## src/rtl/ks_note_sequencer.sv

```systemverilog
// Step sequencer driving the Karplus-Strong string voice: pluck strobe and period select at a fixed tempo.
// Optional macro KS_SEQ_ACCENT_EN adds a per-step accent bit and the accent_o output.
module ks_note_sequencer #(
  parameter int unsigned NUM_STEPS = 8,
  parameter int unsigned PERIOD_W  = 4,
  parameter int unsigned TEMPO_W   = 16,
  parameter int unsigned GATE_W    = 8,
  localparam int unsigned STEP_W   = $clog2(NUM_STEPS),
`ifdef KS_SEQ_ACCENT_EN
  localparam int unsigned DATA_W   = PERIOD_W + 2
`else
  localparam int unsigned DATA_W   = PERIOD_W + 1
`endif
) (
  input  logic                clk_i,
  input  logic                rst_ni,
  input  logic                enable_i,
  input  logic                restart_i,
  input  logic [TEMPO_W-1:0]  tempo_i,
  input  logic [GATE_W-1:0]   gate_len_i,
  input  logic [STEP_W-1:0]   last_step_i,
  input  logic                wr_en_i,
  input  logic [STEP_W-1:0]   wr_addr_i,
  input  logic [DATA_W-1:0]   wr_data_i,
  output logic                pluck_o,
  output logic [PERIOD_W-1:0] period_o,
  output logic [STEP_W-1:0]   step_o,
  output logic                step_tick_o,
  output logic                busy_o
`ifdef KS_SEQ_ACCENT_EN
  ,
  output logic                accent_o
`endif
);

  typedef enum logic {IDLE, RUN} state_e;

  state_e              state_q, state_d;
  logic [TEMPO_W-1:0]  tempo_cnt_q;
  logic [GATE_W-1:0]   gate_cnt_q;
  logic [DATA_W-1:0]   mem [NUM_STEPS];

  logic [TEMPO_W-1:0]  t_eff;
  logic                tempo_done;
  logic                gate_done;
  logic                start;
  logic                from_zero;
  logic [STEP_W-1:0]   next_step;
  logic [DATA_W-1:0]   rd_data;

  always_ff @(posedge clk_i or negedge rst_ni) begin
    if (!rst_ni) state_q <= IDLE;
    else         state_q <= state_d;
  end

  always_comb begin
    state_d    = state_q;
    start      = 1'b0;
    from_zero  = 1'b0;
    t_eff      = (tempo_i == '0) ? TEMPO_W'(1) : tempo_i;
    tempo_done = (tempo_cnt_q >= t_eff);
    // Gate is also cut one clock before the step ends so every sounding step has a low cycle.
    gate_done  = (gate_cnt_q >= gate_len_i) || (tempo_cnt_q >= (t_eff - TEMPO_W'(1)));
    case (state_q)
      IDLE: begin
        if (enable_i) begin
          state_d   = RUN;
          start     = 1'b1;
          from_zero = 1'b1;
        end
      end
      RUN: begin
        if (!enable_i) begin
          state_d = IDLE;
        end else if (restart_i) begin
          start     = 1'b1;
          from_zero = 1'b1;
        end else if (tempo_done) begin
          start = 1'b1;
        end
      end
      default: state_d = IDLE;
    endcase
    if (from_zero || (step_o >= last_step_i)) next_step = '0;
    else                                      next_step = step_o + STEP_W'(1);
    rd_data = mem[next_step];
  end

  assign busy_o = (state_q == RUN);

  // Step start reads mem before this edge's write lands, so a same-cycle write is seen next time.
  always_ff @(posedge clk_i or negedge rst_ni) begin
    if (!rst_ni) begin
      for (int unsigned i = 0; i < NUM_STEPS; i++) mem[i] <= '0;
      tempo_cnt_q <= '0;
      gate_cnt_q  <= '0;
      pluck_o     <= 1'b0;
      period_o    <= '0;
      step_o      <= '0;
      step_tick_o <= 1'b0;
`ifdef KS_SEQ_ACCENT_EN
      accent_o    <= 1'b0;
`endif
    end else begin
      if (wr_en_i) mem[wr_addr_i] <= wr_data_i;
      step_tick_o <= start;
      if (start) begin
        step_o      <= next_step;
        period_o    <= rd_data[PERIOD_W-1:0];
        pluck_o     <= ~rd_data[PERIOD_W];
`ifdef KS_SEQ_ACCENT_EN
        accent_o    <= rd_data[PERIOD_W+1];
`endif
        tempo_cnt_q <= '0;
        gate_cnt_q  <= '0;
      end else if ((state_q == RUN) && enable_i) begin
        tempo_cnt_q <= tempo_cnt_q + TEMPO_W'(1);
        if (pluck_o) begin
          if (gate_done) pluck_o    <= 1'b0;
          else           gate_cnt_q <= gate_cnt_q + GATE_W'(1);
        end
      end else begin
        pluck_o <= 1'b0;
      end
    end
  end

endmodule

```

## config.mk

```make
export PLATFORM = sky130hd
export DESIGN_NAME = ks_note_sequencer
export DESIGN_NICKNAME = d
export VERILOG_FILES = /design/src/rtl/ks_note_sequencer.sv
export SDC_FILE = /design/constraint.sdc
export NUM_CORES = 1
export LEC_CHECK = 0
export BUFFER_PORTS_ARGS = -buffer_cell sky130_fd_sc_hd__buf_2
export CAP_MARGIN = 5
export CORE_MARGIN = 2
export CORE_UTILIZATION = 50
export DETAILED_ROUTE_END_ITERATION = 16
export MAX_ROUTING_LAYER = met4
export PLACE_DENSITY = 0.68
export SLEW_MARGIN = 30
export SYNTH_ARGS = -nofsm -noshare
export SYNTH_HDL_FRONTEND = slang
export SYNTH_SLANG_ARGS = --single-unit
```

## constraint.sdc

```tcl
create_clock -name clk_i -period 2.9 [get_ports clk_i]
set_clock_uncertainty 0.2 [all_clocks]
set_input_delay 0.29 -clock clk_i [delete_from_list [all_inputs] [get_ports clk_i]]
set_output_delay 0.29 -clock clk_i [all_outputs]
set_load 0.01 [all_outputs]
```

Word level (Yosys, flattened, before mapping)
Index checks and enable logic that the tools add are counted.
{ "totals": {"latchBits": 0, "rom_bits": 0, "word_cells": 65, "mem_bits_rw": 0, "reg_bits": 74, "mem_count": 0} }
{ "op_classes": {"shift": 0, "order_cmp": 7, "n_bitwise": 4, "addsub": 4, "mux": 26, "mul": 0, "n_eq_ne": 1, "n_div": 0, "n_reduce_logical": 8} }
{ "ops": {"columns": ["cell", "count"], "rows": [
  ["2-to-1 mux 16 bit", 3],
  ["bitwise mux 40 bit", 1],
  ["greater-or-equal comparator 16 bit", 2],
  ["2-to-1 mux 8 bit", 4],
  ["adder 16 x 1 -> 16 bit (second input constant)", 1],
  ["logical NOT 16 bit", 1],
  ["subtractor 16 x 1 -> 16 bit (second input constant)", 1],
  ["binary-select mux 5 bit (select 3 bit)", 1],
  ["demux 5 bit (select 3 bit)", 1],
  ["2-to-1 mux 5 bit", 3],
  ["2-to-1 mux 1 bit", 10],
  ["adder 8 x 1 -> 8 bit (second input constant)", 1],
  ["greater-or-equal comparator 4 bit (second input constant)", 2],
  ["greater-or-equal comparator 8 bit", 1],
  ["NOT 3 -> 4 bit", 2],
  ["less-than comparator 4 x 1 -> 1 bit (second input constant)", 1],
  ["one-hot mux 1 bit (2 select lines)", 2],
  ["nonzero test 2 bit", 2],
  ["adder 3 x 1 -> 3 bit (second input constant)", 1],
  ["greater-or-equal comparator 3 bit", 1],
  ["2-to-1 mux 3 bit", 1],
  ["AND reduction 3 bit", 1],
  ["logical AND 1 bit", 2],
  ["logical OR 1 bit", 2],
  ["2 further kinds", 3]
]} }

Longest topological paths before layout
{ "logic_depth": {"depth_word": 11, "mapped_depth": 16, "ltp_nobuf": 16} }

Worst setup path after synthesis
OpenSTA, ideal clock, no wires.
{ "synth_path": {"path_type": "input-to-reg", "from": "in tempo_i[4]", "to": "reg gate_cnt_q[7]", "arrival_ps": 3333, "slack_ps": -711, "setup_time_ps": 78, "path_buffers": 0, "path_stages": 16, "path_cell_list": "nor4_1 nand3_1 nand4b_1 nor2_1 nor2_1 ha_1 nand2_1 nor4_1 xnor2_1 ha_1 o21ai_0 o22ai_1 a31oi_1 nand3_2 or4_1 a21oi_1"} }
{ "synth_via": {"elab_chain_len": 9, "elab_cells_between_ends": 15} }
{ "synth_lines": {"columns": ["element", "line_no", "text"], "rows": [
  ["start: declaration", "19", "input logic [TEMPO_W-1:0] tempo_i,"],
  ["logical NOT 16 bit", "60", "t_eff = (tempo_i == '0) ? TEMPO_W'(1) : tempo_i;"],
  ["2-to-1 mux 16 bit *", "60", null],
  ["parallel branches: the longest is 7 deep, another holds subtractor 16 x 1 -> 16 bit", null, null],
  ["end signal: assignment", "120", "else gate_cnt_q <= gate_cnt_q + GATE_W'(1);"],
  ["end: declaration", "40", "logic [GATE_W-1:0] gate_cnt_q;"]
]} }
Mark *: on every way between the ends.
A chain may end at the register's enable or synchronous reset.

Worst setup path in the final report
{ "layout_path": {"from": "in tempo_i[10]", "to": "reg gate_cnt_q[5]"} }
The elaborated chain is that of the path after synthesis.

==> reports/qor.txt <==
ROUTE
---------------------------------------------------------------------------------
Post-detailed-routing wire length                                        12100 um
Detailed-route wire length per cell                                       16.9 um
Residual DRC count                                                              0
Via count                                                                    4034
Starting DRC count in detailed routing                                        145
Pre-Repair DR Iteration Count                                                   4
Drt via density                                                              5.66
Post-DRT Antenna Nets                                                           0

CTS
---------------------------------------------------------------------------------
H-tree levels                                                                   3
Clock Root Buffer                                                        clkbuf_8
Total clock buffers created by CTS                                              9
Later-pin clock latency in the skew report                                0.35 ns
Total clock sinks                                                              74
CTS tree                                                                     done
Register clock-pin slew on the reported worst setup and hold paths        0.09 ns
Buffer depth of the longest clock path                                          2

FLOW RUN
---------------------------------------------------------------------------------
Number of violations of the max-capacitance limit                               0

SYNTHESIS
---------------------------------------------------------------------------------
Warning count from the yosys run                                                0
Primary flip-flop cell chosen by synthesis mapping                        dfrtp_1
Post-synthesis cell type count                                                 52
Number of instances in the synthesized netlist                                470
Portion of the post-synthesis area used by sequential elements              39.0%
Synthesized netlist net count                                                 557
Post-Synthesis Cell Area                                                4740 um^2
Synth Area per Inst                                                     10.1 um^2
EDFF count, synth                                                               0
Ys async rst share                                                           100%
Number of synthesized register bits                                            74

POWER
---------------------------------------------------------------------------------
Static leakage                                                            2.77 nW
Part of the total power dissipated in combinational logic                   36.6%
Internal                                                                  2.11 mW
Worst IR drop on VDD                                                   0.000533 V
Pwr Total                                                                 3.22 mW
Clock network fraction of design power                                      22.0%
Switching portion of total power                                            34.3%
Power density over the cells                                          528 nW/um^2
Switching component of the power                                          1.10 mW
Sequential share of power                                                   41.3%

GLOBAL ROUTING
---------------------------------------------------------------------------------
Global-route wire length before repair                                   19900 um
GRT Total Usage                                                             25.6%
Aggregate global routing overflow                                               0
Maximum number of pins on one net before global-route repair                   35
Number of antenna violations at the first check in global routing               0
Number of global-route vias before repair                                    4088

STA
---------------------------------------------------------------------------------
Relative max-transition margin                                              43.6%
Highest attainable clock frequency                                      0.311 GHz
Minimum clock period                                                      3.21 ns
Number of slew-limit violations in the final report                             0
Setup ws final                                                          -0.313 ns
Setup total negative slack                                               -2.79 ns
RSZ-0062 raised after global routing                                          yes
Hold Fails Final Rpt                                                            0
Final period util                                                            111%
Worst-margin pin slew                                                    0.839 ns
Final setup violation count                                                    26

PLACED DESIGN
---------------------------------------------------------------------------------
DPL Wire Length                                                           8950 um
Routability cong.                                                           0.961
Number of port buffers                                                         49
Dpl ws                                                                  -0.824 ns

FINAL LAYOUT
---------------------------------------------------------------------------------
Antenna diode instance count                                                    0
Post-Route Utilization                                                      65.9%
Final net count                                                               666
Filler cell count                                                             757
Share of cells above drive strength 1                                       38.2%
Most common cell after layout, fill and taps aside                        dfrtp_1
Leading cell types in the layout, fill and taps excluded             74 x dfrtp_1, 51 x buf_4, 46 x buf_2
Layout Area Growth over Synthesis                                           28.3%

DIE
---------------------------------------------------------------------------------
Vert. Die Dim                                                              101 um
Initial cell density of the core                                            51.3%
Placeable Area                                                          9240 um^2
Total die area                                                         10300 um^2
DIE WIDTH                                                                  101 um
Floorplan row count                                                            35
Top-Level Pins                                                                 50

OUTCOME
---------------------------------------------------------------------------------
Result of the run                                                    complete, but fails checks
Failing checks                                                       setup timing

CRITICAL PATH
---------------------------------------------------------------------------------
Largest fanout on the critical path                                             8
Worst setup EP type                                                     flip-flop
Cell at the slowest stage of the critical path                              or4_1
Worst setup SP type                                                  primary input
Signal arrival time at the worst endpoint                                 3.30 ns
Delay contributed by the slowest stage of the critical path               0.44 ns
Crit-path most repeated cell                                               nor2_1
Kind of critical path                                                   in -> reg
Cells along the critical path                                        buf_2, nor3_2, buf_4, nand3_2, nand4b_1, nor2_1, nor2_2, ha_2, nand2_4, nor2_1, xnor2_1, ha_1, nand4_1, nor4_2, a31oi_2, nand3_4, or4_1, a21oi_2
Required time at the worst-slack endpoint                                 2.98 ns
Cell depth of the worst flop-to-flop path                                       7

WORST HOLD PATH
---------------------------------------------------------------------------------
Worst hold path class                                                   in -> reg
Depth of the worst hold-timing path                                             1

-- state kept, by name, indices dropped and copies added (netlist names) --
register	count
busy_o	1
pluck_o	1
gate_cnt_q	8
step_tick_o	1
step_o	3
tempo_cnt_q	16
mem	40
period_o	4
-- critical path: cells and delay by family --
family,cells,cell delay [ns]
AOI/OAI and AO/OA,2,0.41
buffers and inverters,2,0.26
xor gates and xnor gates,1,0.12
and+or+nand+nor,11,1.72
adders and majority gates,2,0.49
-- layer usage --
metal / global-route usage [%] / wire, um / up-vias
li1: - / - / 1940
met1: 31.8 / 5280 / 2000
met2: 43.8 / 6200 / 75
met3: 3.24 / 343 / 19
met4: 7.59 / 243 / 0
met5: - / 0 / -
-- timing repair --
action | CTS | global route
cloned | 1 | 0
buffers inserted | 4 | 6
setup endpoints to repair | 31 | 31
endpoints found under the hold margin | 27 | 0
gates resized for setup | 32 | 40
pin swaps | 17 | 13
hold buffers | 1 | 0
-- worst paths after layout --
kind	startpoint	end	slack (ns)
worst max-delay path	tempo_i[10]	gate_cnt_q[5]$_DFFE_PN0P_	-0.31
worst min-delay path	enable_i	busy_o$_DFF_PN0_	0.07
worst max register to register	tempo_cnt_q[11]$_DFFE_PN0P_	gate_cnt_q[6]$_DFFE_PN0P_	0.16
worst min register to register	mem[25]$_DFFE_PN0P_	mem[25]$_DFFE_PN0P_	0.30
max in group asynchronous	rst_ni	tempo_cnt_q[1]$_DFFE_PN0P_	1.49
min in group asynchronous	rst_ni	gate_cnt_q[4]$_DFFE_PN0P_	0.34
-- through the flow --
| stage | cell area, um^2 | instances | hold slack [ns] |
|---|---|---|---|
| detailed placement | 5530 | 686 | 0.205 |
| CTS | 5900 | 708 | 0.0375 |
| global route | 6090 | 713 | 0.0762 |
| global placement | 5530 | 686 | 0.192 |
| finish | 6090 | 713 | 0.0654 |
| floorplan | 4790 | 470 | -0.206 |
-- Yosys cell counts, types with 5 or more instances --
cell type   n  share of area (%)
dfrtp_1    74                 39
ha_1       47                 12
mux2_2     45                 11
inv_1      33                2.6
nor2_1     31                2.5
nand2_1    27                2.1
o21ai_0    20                2.1
a21oi_1    18                1.9
nand3_1    16                1.7
xnor2_1    16                3.0
nand2b_1   13                1.7
nand4_1    10                1.3
nor3_1     10                1.1
a31oi_1     9                1.2
o22ai_1     8                1.1
clkbuf_1    7               0.55
xor2_1      6                1.1
nor4_1      5               0.66
-- cell families (layout without fill, tap and decap cells) --
logic type / Yosys count / in the layout / synth area share (%)
AND/OR/NAND/NOR: 141 / 141 / 15.5
AO/OA/AOI/OAI: 92 / 92 / 12.7
flip-flops: 74 / 74 / 39.0
multiplexers: 50 / 50 / 12.8
adder cells (fa/ha/maj): 47 / 47 / 12.4
buffers and inverters: 44 / 158 / 3.53
XOR/XNOR: 22 / 22 / 4.06
-- final cells by class --
type                            count  area, um^2  share of cell area, %
Sequential cell                    74        1850                   30.4
Inverter                           34         133                   2.18
Timing Repair Buffer              108         773                   12.7
Tap cell                          129         161                   2.65
Multi-Input combinational cell    352        3000                   49.3
Clock buffer                       11         131                   2.16
Clock inverter                      5        38.8                  0.637
-- power by group through the flow --
stage / logic, mW / registers, mW / clock network (mW)
global placement: 1.08 / 1.33 / 0
global route: 1.29 / 1.35 / 0.765
floorplan: 0.727 / 1.33 / 0
finish: 1.18 / 1.33 / 0.708
CTS: 1.14 / 1.32 / 0.721
detailed placement: 1.10 / 1.34 / 0
(Power assumes the default switching activity.)
